`config.mk`:
```
export PLATFORM = sky130hd
export DESIGN_NAME = addsub_pipe
export DESIGN_NICKNAME = d
export VERILOG_FILES = /design/src/rtl/addsub_pipe.sv
export SDC_FILE = /design/constraint.sdc
export NUM_CORES = 1
export LEC_CHECK = 0
export BUFFER_PORTS_ARGS = -buffer_cell sky130_fd_sc_hd__clkbuf_2
export CAP_MARGIN = 20
export CORE_AREA = 2 2 74 58
export CTS_CLUSTER_DIAMETER = 50
export DETAILED_ROUTE_END_ITERATION = 16
export DIE_AREA = 0 0 76 60
export PLACE_DENSITY = 0.7
export REMOVE_ABC_BUFFERS = 1
export SETUP_SLACK_MARGIN = 0.05
export SLEW_MARGIN = 20
export SYNTH_ARGS = -nofsm -noshare
export SYNTH_HDL_FRONTEND = slang
export SYNTH_SLANG_ARGS = --single-unit
```
`constraint.sdc`:
```
create_clock -name clk -period 3 [get_ports clk]
set_input_delay 0.9 -clock clk [delete_from_list [all_inputs] [get_ports clk]]
set_output_delay 0.9 -clock clk [all_outputs]
set_load 0.1 [all_outputs]
```
`src/rtl/addsub_pipe.sv`:
```
// addsub_pipe: pipelined add/subtract unit with per-beat opcode, carry and
// overflow flags, valid/ready flow control on both sides and a synchronous flush.
// The whole pipeline stalls as one when the output beat is not accepted.
module addsub_pipe #(
   parameter int W      = 8,
   parameter int STAGES = 2
) (
   input  logic         clk,
   input  logic         rst_n,
   input  logic         flush,
   input  logic         in_valid,
   output logic         in_ready,
   input  logic [1:0]   op,
   input  logic [W-1:0] a,
   input  logic [W-1:0] b,
   output logic         out_valid,
   input  logic         out_ready,
   output logic [W-1:0] y,
   output logic         carry,
   output logic         ovf
);

   localparam logic [1:0] OP_ADD  = 2'b00;
   localparam logic [1:0] OP_INC  = 2'b01;
   localparam logic [1:0] OP_SUB  = 2'b10;
   localparam logic [1:0] OP_SADD = 2'b11;

   // Result registers after the arithmetic; the last one drives the outputs.
   localparam int ND = (STAGES > 1) ? STAGES - 1 : 1;

   logic         w_advance;
   logic [W-1:0] w_a;
   logic [W-1:0] w_b;
   logic [1:0]   w_op;
   logic         w_v;
   logic         w_cin;
   logic [W:0]   w_sum;
   logic [W:0]   w_diff;
   logic [W-1:0] w_y;
   logic         w_c;
   logic         w_o;

   logic [W-1:0] r_y [ND];
   logic         r_c [ND];
   logic         r_o [ND];
   logic         r_v [ND];

   assign w_advance = !r_v[ND-1] || out_ready;
   assign in_ready  = w_advance;

   generate
      if (STAGES == 1) begin : g_direct
         assign w_a  = a;
         assign w_b  = b;
         assign w_op = op;
         assign w_v  = in_valid;
      end else begin : g_opreg
         logic [W-1:0] r_a;
         logic [W-1:0] r_b;
         logic [1:0]   r_op;
         logic         r_v1;

         // Operand stage: capture the offered beat; flush only kills the valid bit.
         always_ff @(posedge clk or negedge rst_n) begin
            if (!rst_n) begin
               r_a  <= '0;
               r_b  <= '0;
               r_op <= '0;
               r_v1 <= 1'b0;
            end else begin
               if (flush)
                  r_v1 <= 1'b0;
               else if (w_advance)
                  r_v1 <= in_valid;
               if (w_advance && !flush) begin
                  r_a  <= a;
                  r_b  <= b;
                  r_op <= op;
               end
            end
         end

         assign w_a  = r_a;
         assign w_b  = r_b;
         assign w_op = r_op;
         assign w_v  = r_v1;
      end
   endgenerate

   // Arithmetic at W+1 bits; SADD clamps on unsigned carry-out, the rest wrap.
   always_comb begin
      w_cin  = (w_op == OP_INC);
      w_sum  = {1'b0, w_a} + {1'b0, w_b} + {{W{1'b0}}, w_cin};
      w_diff = {1'b0, w_a} - {1'b0, w_b};
      w_y    = w_sum[W-1:0];
      w_c    = w_sum[W];
      w_o    = (w_a[W-1] == w_b[W-1]) && (w_sum[W-1] != w_a[W-1]);
      case (w_op)
         OP_ADD, OP_INC: ;
         OP_SUB: begin
            w_y = w_diff[W-1:0];
            w_c = w_diff[W];
            w_o = (w_a[W-1] != w_b[W-1]) && (w_diff[W-1] != w_a[W-1]);
         end
         OP_SADD: begin
            if (w_sum[W]) begin
               w_y = '1;
               w_c = 1'b1;
               w_o = 1'b1;
            end else begin
               w_y = w_sum[W-1:0];
               w_c = 1'b0;
               w_o = 1'b0;
            end
         end
         default: ;
      endcase
   end

   // Result delay line: shifts only on advance, flush clears valids but keeps data.
   always_ff @(posedge clk or negedge rst_n) begin
      if (!rst_n) begin
         for (int i = 0; i < ND; i++) begin
            r_y[i] <= '0;
            r_c[i] <= 1'b0;
            r_o[i] <= 1'b0;
            r_v[i] <= 1'b0;
         end
      end else begin
         if (flush) begin
            for (int i = 0; i < ND; i++)
               r_v[i] <= 1'b0;
         end else if (w_advance) begin
            r_v[0] <= w_v;
            for (int i = 1; i < ND; i++)
               r_v[i] <= r_v[i-1];
         end
         if (w_advance && !flush) begin
            r_y[0] <= w_y;
            r_c[0] <= w_c;
            r_o[0] <= w_o;
            for (int i = 1; i < ND; i++) begin
               r_y[i] <= r_y[i-1];
               r_c[i] <= r_c[i-1];
               r_o[i] <= r_o[i-1];
            end
         end
      end
   end

   assign out_valid = r_v[ND-1];
   assign y         = r_y[ND-1];
   assign carry     = r_c[ND-1];
   assign ovf       = r_o[ND-1];

endmodule

```
# After elaboration in Yosys (flattened, before gate mapping)
# Index checks and enable logic that the tools add are counted.
[totals]
mem_bits_ro = 0
regBits = 30
output_inout_bits = 12
latch_bits = 0
ramBits = 0
word_cells = 34
mem_count = 0
input_bits = 23
[op_classes]
n_div = 0
reduce_logical = 7
shift = 0
magnitude_cmp = 0
eq_ne = 7
multipliers = 0
n_mux = 9
bitwise = 0
addsub = 3
[op_table]
columns = ["cell", "n"]
rows = [
  ["$pmux 8 s2", 1],
  ["$add 8x8->9", 1],
  ["$add 9x1->9", 1],
  ["$sub 8x8->9", 1],
  ["$mux 8", 1],
  ["$mux 1", 5],
  ["$eq 2x2->1 const B", 2],
  ["$pmux 1 s2", 2],
  ["$logic_and 1x1->1", 3],
  ["$ne 1x1->1", 3],
  ["$eq 2x1->1 const B", 1],
  ["$logic_not 1->1", 2],
  ["$reduce_bool 2->1", 1],
  ["$eq 1x1->1", 1],
  ["$logic_or 1x1->1", 1],
]

# Logic depth before layout (Yosys ltp)
# Gate-level depths: netlist of run 1.
[logic_depth]
depth_word = 5
ltp_mapped = 10
mapped_depth_nobuf = 10

# Least setup slack after synthesis of run 1
# OpenSTA, ideal clock, no wires.
[synth_timing]
path_type = "flip-flop to output port"
start = "register r_v (netlist: out_valid)"
end = "output in_ready"
path_slack_ps = 457
t_arrival_ps = 1643
t_required_ps = 2100
path_buffers = 0
stages_incl_launch_ff = 3
path_cell_list = "dfrtp_1 nor2b_1 inv_1"
[synth_via]
elab_chain_cells = 2
[synth_lines]
columns = ["item", "line", "source"]
rows = [
  ["from (decl)", "46", "logic r_v [ND];"],
  ["from (signal, indexed assignment)", "136", "r_v[i] <= r_v[i-1];"],
  ["$logic_not 1->1", "48", "assign w_advance = !r_v[ND-1] || out_ready;"],
  ["$logic_or 1x1->1", "48", ""],
  ["to (decl)", "12", "output logic in_ready,"],
]
# No other way between the ends.

# Worst setup path in the final report of run 1
[layout_timing]
start = "register g_opreg.r_op[1]"
end = "register r_o (netlist: ovf)"
[layout_via]
elab_chain_cells = 5
elab_cells_between_ends = 8
classes_between = "add/sub (1); eq/ne (4); mux (2); reduce/logical (1)"
[layout_lines]
columns = ["item", "line", "source"]
rows = [
  ["from (decl)", "60", "logic [1:0] r_op;"],
  ["from (signal assigned)", "78", "r_op <= op;"],
  ["$eq 2x1->1", "92", "w_cin = (w_op == OP_INC);"],
  ["$add 9x1->9", "93", "w_sum = {1'b0, w_a} + {1'b0, w_b} + {{W{1'b0}}, w_cin};"],
  ["$ne 1x1->1", "97", "w_o = (w_a[W-1] == w_b[W-1]) && (w_sum[W-1] != w_a[W-1]);"],
  ["$logic_and 1x1->1", "97", ""],
  ["$pmux 1 s2 *", "98", "case (w_op)"],
  ["to (signal, indexed assignment)", "145", "r_o[i] <= r_o[i-1];"],
  ["to (decl)", "45", "logic r_o [ND];"],
]
# Every way passes the cells marked *; elsewhere a longest branch is shown, timed or not.
# A chain may end at the register's enable or synchronous reset.

==> flow_summary.yaml, run 1 <==
timing:
  slew_viol_final: 0
  finalSetupViolations: 0
  max_freq_mhz: 383
  tns_ns: 0
  min_period_ns: 2.61
  fin_crit_sh_pct: 87.0
  finalHoldViolations: 0
  holdWs_ns: 0.490
  slew_headroom_pct: 51.2
  fin_ws_ns: 0.390
  rsz0062_at_grt: "false"
  timing_worst_slew_pin_value_ns: 0.731
  fin_worst_skew_ns: 0.00655
setup_path:
  crit_required_ns: 3.19
  critPathCaptureType: "flip-flop"
  arrival_ns: 2.80
  path_class: "reg2reg"
  startpoint_type: "flip-flop"
  critical_path.max_fanout: 8
global_routing:
  grt-busiest-layer: "met2"
  antenna_found_initial: 0
  grt_pass1_wl_microns: 6180
  grt_max_degree: 42
  grt_pass1_vias: 1357
  use_met1_pct: 24.5
  use_met3_pct: 4.83
  met2_usage_pct: 27.3
  overflow: 0
  grtUsageTotal_pct: 17.6
synth:
  ys_ff_latch: 30
  yosys-top-cells-area: "dfrtp_1 (41%), ha_1 (10%), mux2_2 (4.9%)"
  yosysMostFrequentCell: "dfrtp_1"
  syn_inst: 196
  synth_area_leader_cell: "dfrtp_1"
  synthTopCellsByCount: "dfrtp_1 (30), nand2_1 (22), inv_1 (19), nor2_1 (19), o21ai_0 (16)"
  async_flop_share_pct: 100
  ys.flop_type: "dfrtp_1"
  seq_area_frac_synth_pct: 40.7
  synth.avg_cell_area_sq_um: 9.41
  synth_cell_type_count: 38
  syn_area_sq_um: 1840
  yosysTopAreaCellShare_pct: 40.7
  yosysWarnings: 0
  synth_edf_count: 0
placement:
  post-dp-hpwl_microns: 2700
  place_area_sq_um: 2060
  dp_slack_ns: 0.404
  place_congestion: 0.918
  io_buffers: 34
floorplan:
  coreArea_sq_um: 3880
  die_area_sq_um: 4560
  dieWidth_microns: 76
  initial_utilization_pct: 47.5
  fp.dieH_microns: 60
  ios: 35
  core.rowCount: 20
layout:
  fillers: 381
  area_delta_synth_final_pct: 16.5
  diodes: 0
  postLayoutCellArea_sq_um: 2150
  layout-drive-gt1-share_pct: 24.6
  nNetsFinal: 272
routing:
  drt-total-wl_microns: 3630
  via_count: 1438
  viasPerCell: 5.01
  wire_per_inst_microns: 12.6
  ant_nets: 0
  drt-initial-drc-count: 44
  drc: 0
  firstDrtPassIters: 4
clock_tree:
  cts_tree: "done"
  cts_sinks: 30
  clockBufferDepth: 2
  cts_buffers: 5
  clk_pin_slew_ns: 0.06
  htree_levels: 2
  postCtsResizedCells: 0
  insertion_delay_ns: 0.28
  postCtsHoldBufs: 0
  cts_root_buffer: "clkbuf_8"
  post-cts-setup-buffers: 0
power:
  p_leak_nw: 1.00
  peakVddDrop_mv: 0.381
  p_per_area_nw_per_um2: 780
job:
  maxCapViolCount: 0
min_path:
  holdCritPathClass: "reg2reg"
outcome:
  status: "completed"
[metal layers]
| layer | part of all wire, % | vias up |
|---|---|---|
| met5 | 0 | - |
| met4 | 0.97 | 0 |
| met3 | 4.4 | 6 |
| met2 | 42 | 38 |
| met1 | 53 | 659 |
| li1 | - | 735 |
[logic make-up (layout without fill, tap and decap cells)]
group | Yosys count | after routing | share of synthesized area [%]
compound gates | 52 | 52 | 18.5
xor+xnor | 7 | 7 | 3.32
fa+ha+maj | 18 | 18 | 13.4
buf+inv | 26 | 62 | 5.83
flops | 30 | 30 | 40.7
mux | 9 | 9 | 5.43
simple gates | 54 | 54 | 12.8
[layout make-up]
cell class / instances / area [sq um] / area share (%)
inverters: 19 / 71.3 / 3.32
clock inverters: 1 / 5.00 / 0.233
multi-input cells: 140 / 988 / 46.0
flip-flops and latches: 30 / 751 / 34.9
repair buffers: 35 / 178 / 8.27
well taps: 55 / 68.8 / 3.20
clock buffers: 7 / 86.3 / 4.02
[critical path: stages, from the launching register on]
cell and delay [ns]:
dfrtp_1 0.45, nand2b_1 0.19, fa_1 0.40, fa_1 0.42, o21bai_1 0.19, a221oi_1 0.11, o21bai_1 0.21, a221oi_2 0.11
o21a_2 0.28, a31oi_1 0.17
[report_power, final]
| part | internal (mW) | total (mW) | switching [mW] | leakage, nW |
|---|---|---|---|---|
| combinational | 0.205 | 0.816 | 0.610 | 0.602 |
| clock | 0.185 | 0.329 | 0.144 | 0.0482 |
| sequential | 0.481 | 0.531 | 0.0499 | 0.354 |
[registers in the layout, indices dropped and copies added (netlist names)]
name          cells
g_opreg.r_b       8
carry             1
out_valid         1
g_opreg.r_op      2
g_opreg.r_a       8
y                 8
g_opreg.r_v1      1
ovf               1
[metrics by stage]
stage	power (mW)	utilization, %	cells
floorplan	1.20	-	189
global placement	1.34	53.0	279
detailed placement	1.35	53.0	279
CTS	1.69	55.4	287
global route	1.77	55.4	287
finish	1.68	55.4	287
[path summary, 6_finish.rpt]
check	from	end	slack, ns	cells past startpoint
max	g_opreg.r_op[1]	ovf	0.39	9
min	g_opreg.r_v1	out_valid	0.49	2
max reg2reg	g_opreg.r_op[1]	ovf	0.39	9
min reg2reg	g_opreg.r_v1	out_valid	0.49	2
max in group asynchronous	rst_n	y[6]	1.86	1
min in group asynchronous	rst_n	g_opreg.r_a[1]	0.67	1
[placed cells by master, fill, tap and decap left out, drive strengths merged, types with 2 or more instances in the layout]
master,n
nor2b,4
mux2,8
clkbuf,41
a21oi,14
inv,19
dfrtp,30
xor2,4
nor2,20
a31oi,4
ha,15
o211ai,2
o21ai,16
o21a,2
xnor2,3
nand2,22
o21bai,3
a221oi,2
fa,3
a211oi,2
nand2b,3
(Power assumes the default switching activity.)
==> run 2: changes to the inputs <==
--- a/config.mk
+++ b/config.mk
@@ -11,6 +11,7 @@
 export CTS_CLUSTER_DIAMETER = 50
 export DETAILED_ROUTE_END_ITERATION = 16
 export DIE_AREA = 0 0 76 60
+export GPL_TIMING_DRIVEN = 0
 export PLACE_DENSITY = 0.7
 export REMOVE_ABC_BUFFERS = 1
 export SETUP_SLACK_MARGIN = 0.05
==> run 2 against run 1 <==
  * Critical path depth stayed put
  * Global-route usage down 0.20 points
  * Hold slack gained 0.00076 ns
  * Cell area grew 0.76%
  * Utilization is 0.42 points higher
  * Critical endpoint unchanged
  * Clock skew is 0.0053 ns lower
  * Count of clock-buffer cells in the layout decreased by 1
  * First-iteration DRC count increased by 34%
  * Clock power decreased by 3%
  * Combinational power is essentially flat
  * Total power shrank 0.53%
  * Die area did not move
==> flow_summary.yaml, run 2 (synthesized netlist as in run 1, its figures left out) <==
outcome:
  status: "completed"
power:
  power.total_mw: 1.67
  p_leak_nw: 1.01
  power_frac_comb_pct: 49.1
  p_per_area_nw_per_um2: 770
  p_int_mw: 0.867
  clkPwrFrac_pct: 19.2
  peakVddDrop_mv: 0.354
  power_switching_mw: 0.800
  sw_frac_of_total_pct: 48.0
  p_seq_share_pct: 31.7
placement:
  post-dp-hpwl_microns: 2720
  place_congestion: 0.907
  io_buffers: 34
  place_area_sq_um: 2080
layout:
  diodes: 0
  area_delta_synth_final_pct: 17.4
  multi_input_area_sq_um: 993
  fillers: 394
  layout-drive-gt1-share_pct: 24.3
  nNetsFinal: 272
  layout_common_cells: "clkbuf_2 (34), dfrtp_1 (30), nand2_1 (22)"
  regArea_sq_um: 751
  final_common_cell: "clkbuf_2"
  postLayoutCellArea_sq_um: 2160
clock_tree:
  post-cts-setup-buffers: 0
  clk_pin_slew_ns: 0.06
  clockBufferDepth: 2
  cts_tree: "done"
  cts_buffers: 5
  cts_root_buffer: "clkbuf_8"
  postCtsResizedCells: 0
  postCtsHoldBufs: 0
  cts_sinks: 30
  htree_levels: 2
  insertion_delay_ns: 0.28
routing:
  drt-total-wl_microns: 3550
  drt-initial-drc-count: 59
  via_count: 1437
  met1_length_microns: 1840
  wl_met3_microns: 201
  routed.top_layer: "met4"
  drc: 0
  ant_nets: 0
  met2_length_microns: 1460
  viasPerCell: 5.04
  firstDrtPassIters: 4
  wire_per_inst_microns: 12.5
floorplan:
  dieWidth_microns: 76
  ios: 35
  fp.dieH_microns: 60
  core.rowCount: 20
  die_area_sq_um: 4560
  coreArea_sq_um: 3880
  initial_utilization_pct: 47.5
job:
  maxCapViolCount: 0
timing:
  fin_worst_skew_ns: 0.00128
  fin_crit_sh_pct: 89.8
  slew_headroom_pct: 50.1
  min_period_ns: 2.69
  finalHoldViolations: 0
  max_freq_mhz: 371
  timing_worst_slew_pin_value_ns: 0.747
  slew_viol_final: 0
  tns_ns: 0
  finalSetupViolations: 0
  rsz0062_at_grt: "false"
global_routing:
  grt_pass1_wl_microns: 6140
  grt_pass1_vias: 1337
  grt_max_degree: 31
  antenna_found_initial: 0
  overflow: 0
  grtUsageTotal_pct: 17.4
setup_path:
  cp_slowest_stage_delay_ns: 0.46
  crit_required_ns: 3.20
  crit_chain: "nand2b_1 -> fa_1 -> fa_1 -> o21bai_1 -> a221oi_1 -> o21bai_1 -> a221oi_2 -> o21a_2 -> a31oi_1"
  r2r_cells: 9
  path_class: "reg2reg"
  critPathSlowestCell: "dfrtp_1"
  critPathCaptureType: "flip-flop"
  startpoint_type: "flip-flop"
  critical_path.max_fanout: 8
  arrival_ns: 2.89
min_path:
  holdCritPathClass: "reg2reg"
  hold_depth: 1
[run 2: final cells by class]
class / instances / area share (%)
well taps: 55 / 3.18
repair buffers: 35 / 9.13
clock buffers: 6 / 3.82
multi-input cells: 140 / 45.9
flip-flops and latches: 30 / 34.7
inverters: 19 / 3.29
[run 2: worst paths after layout]
| check | start | to | slack [ns] |
|---|---|---|---|
| max | g_opreg.r_op[1] | ovf | 0.31 |
| min | carry | carry | 0.49 |
| max reg2reg | g_opreg.r_op[1] | ovf | 0.31 |
| min reg2reg | carry | carry | 0.49 |
| max in group asynchronous | rst_n | g_opreg.r_a[6] | 1.87 |
| min in group asynchronous | rst_n | g_opreg.r_b[0] | 0.67 |
[run 2: per-layer routing]
metal  vias to the layer above  track usage, %
li1                        729               -
met1                       656            25.3
met2                        45            25.5
met3                         7            4.23
met4                         0            6.23
met5                         -               0
[run 2: power by group through the flow]
stage	clock [mW]	sequential, mW	combinational (mW)
after floorplan	0	0.888	0.311
after global placement	0	0.534	0.804
after detailed placement	0	0.538	0.818
after CTS	0.326	0.531	0.821
after global routing	0.347	0.542	0.876
final	0.319	0.529	0.818
[run 2: critical path, delay by kind of cell (launching register included)]
kind / cells / cell delay [ns]
compound gates: 6 / 1.11
fa+ha+maj: 2 / 0.83
flops: 1 / 0.46
simple gates: 1 / 0.20
[run 2: per-stage QoR]
stage	hold WS, ns	worst slack (ns)	utilization (%)	std cells
final	0.491	0.306	55.8	285
after global routing	0.529	0.124	55.8	285
after CTS	0.498	0.318	55.8	285
after detailed placement	0.483	0.332	53.7	279
after global placement	0.478	-0.596	52.8	278
after floorplan	0.466	0.107	-	189
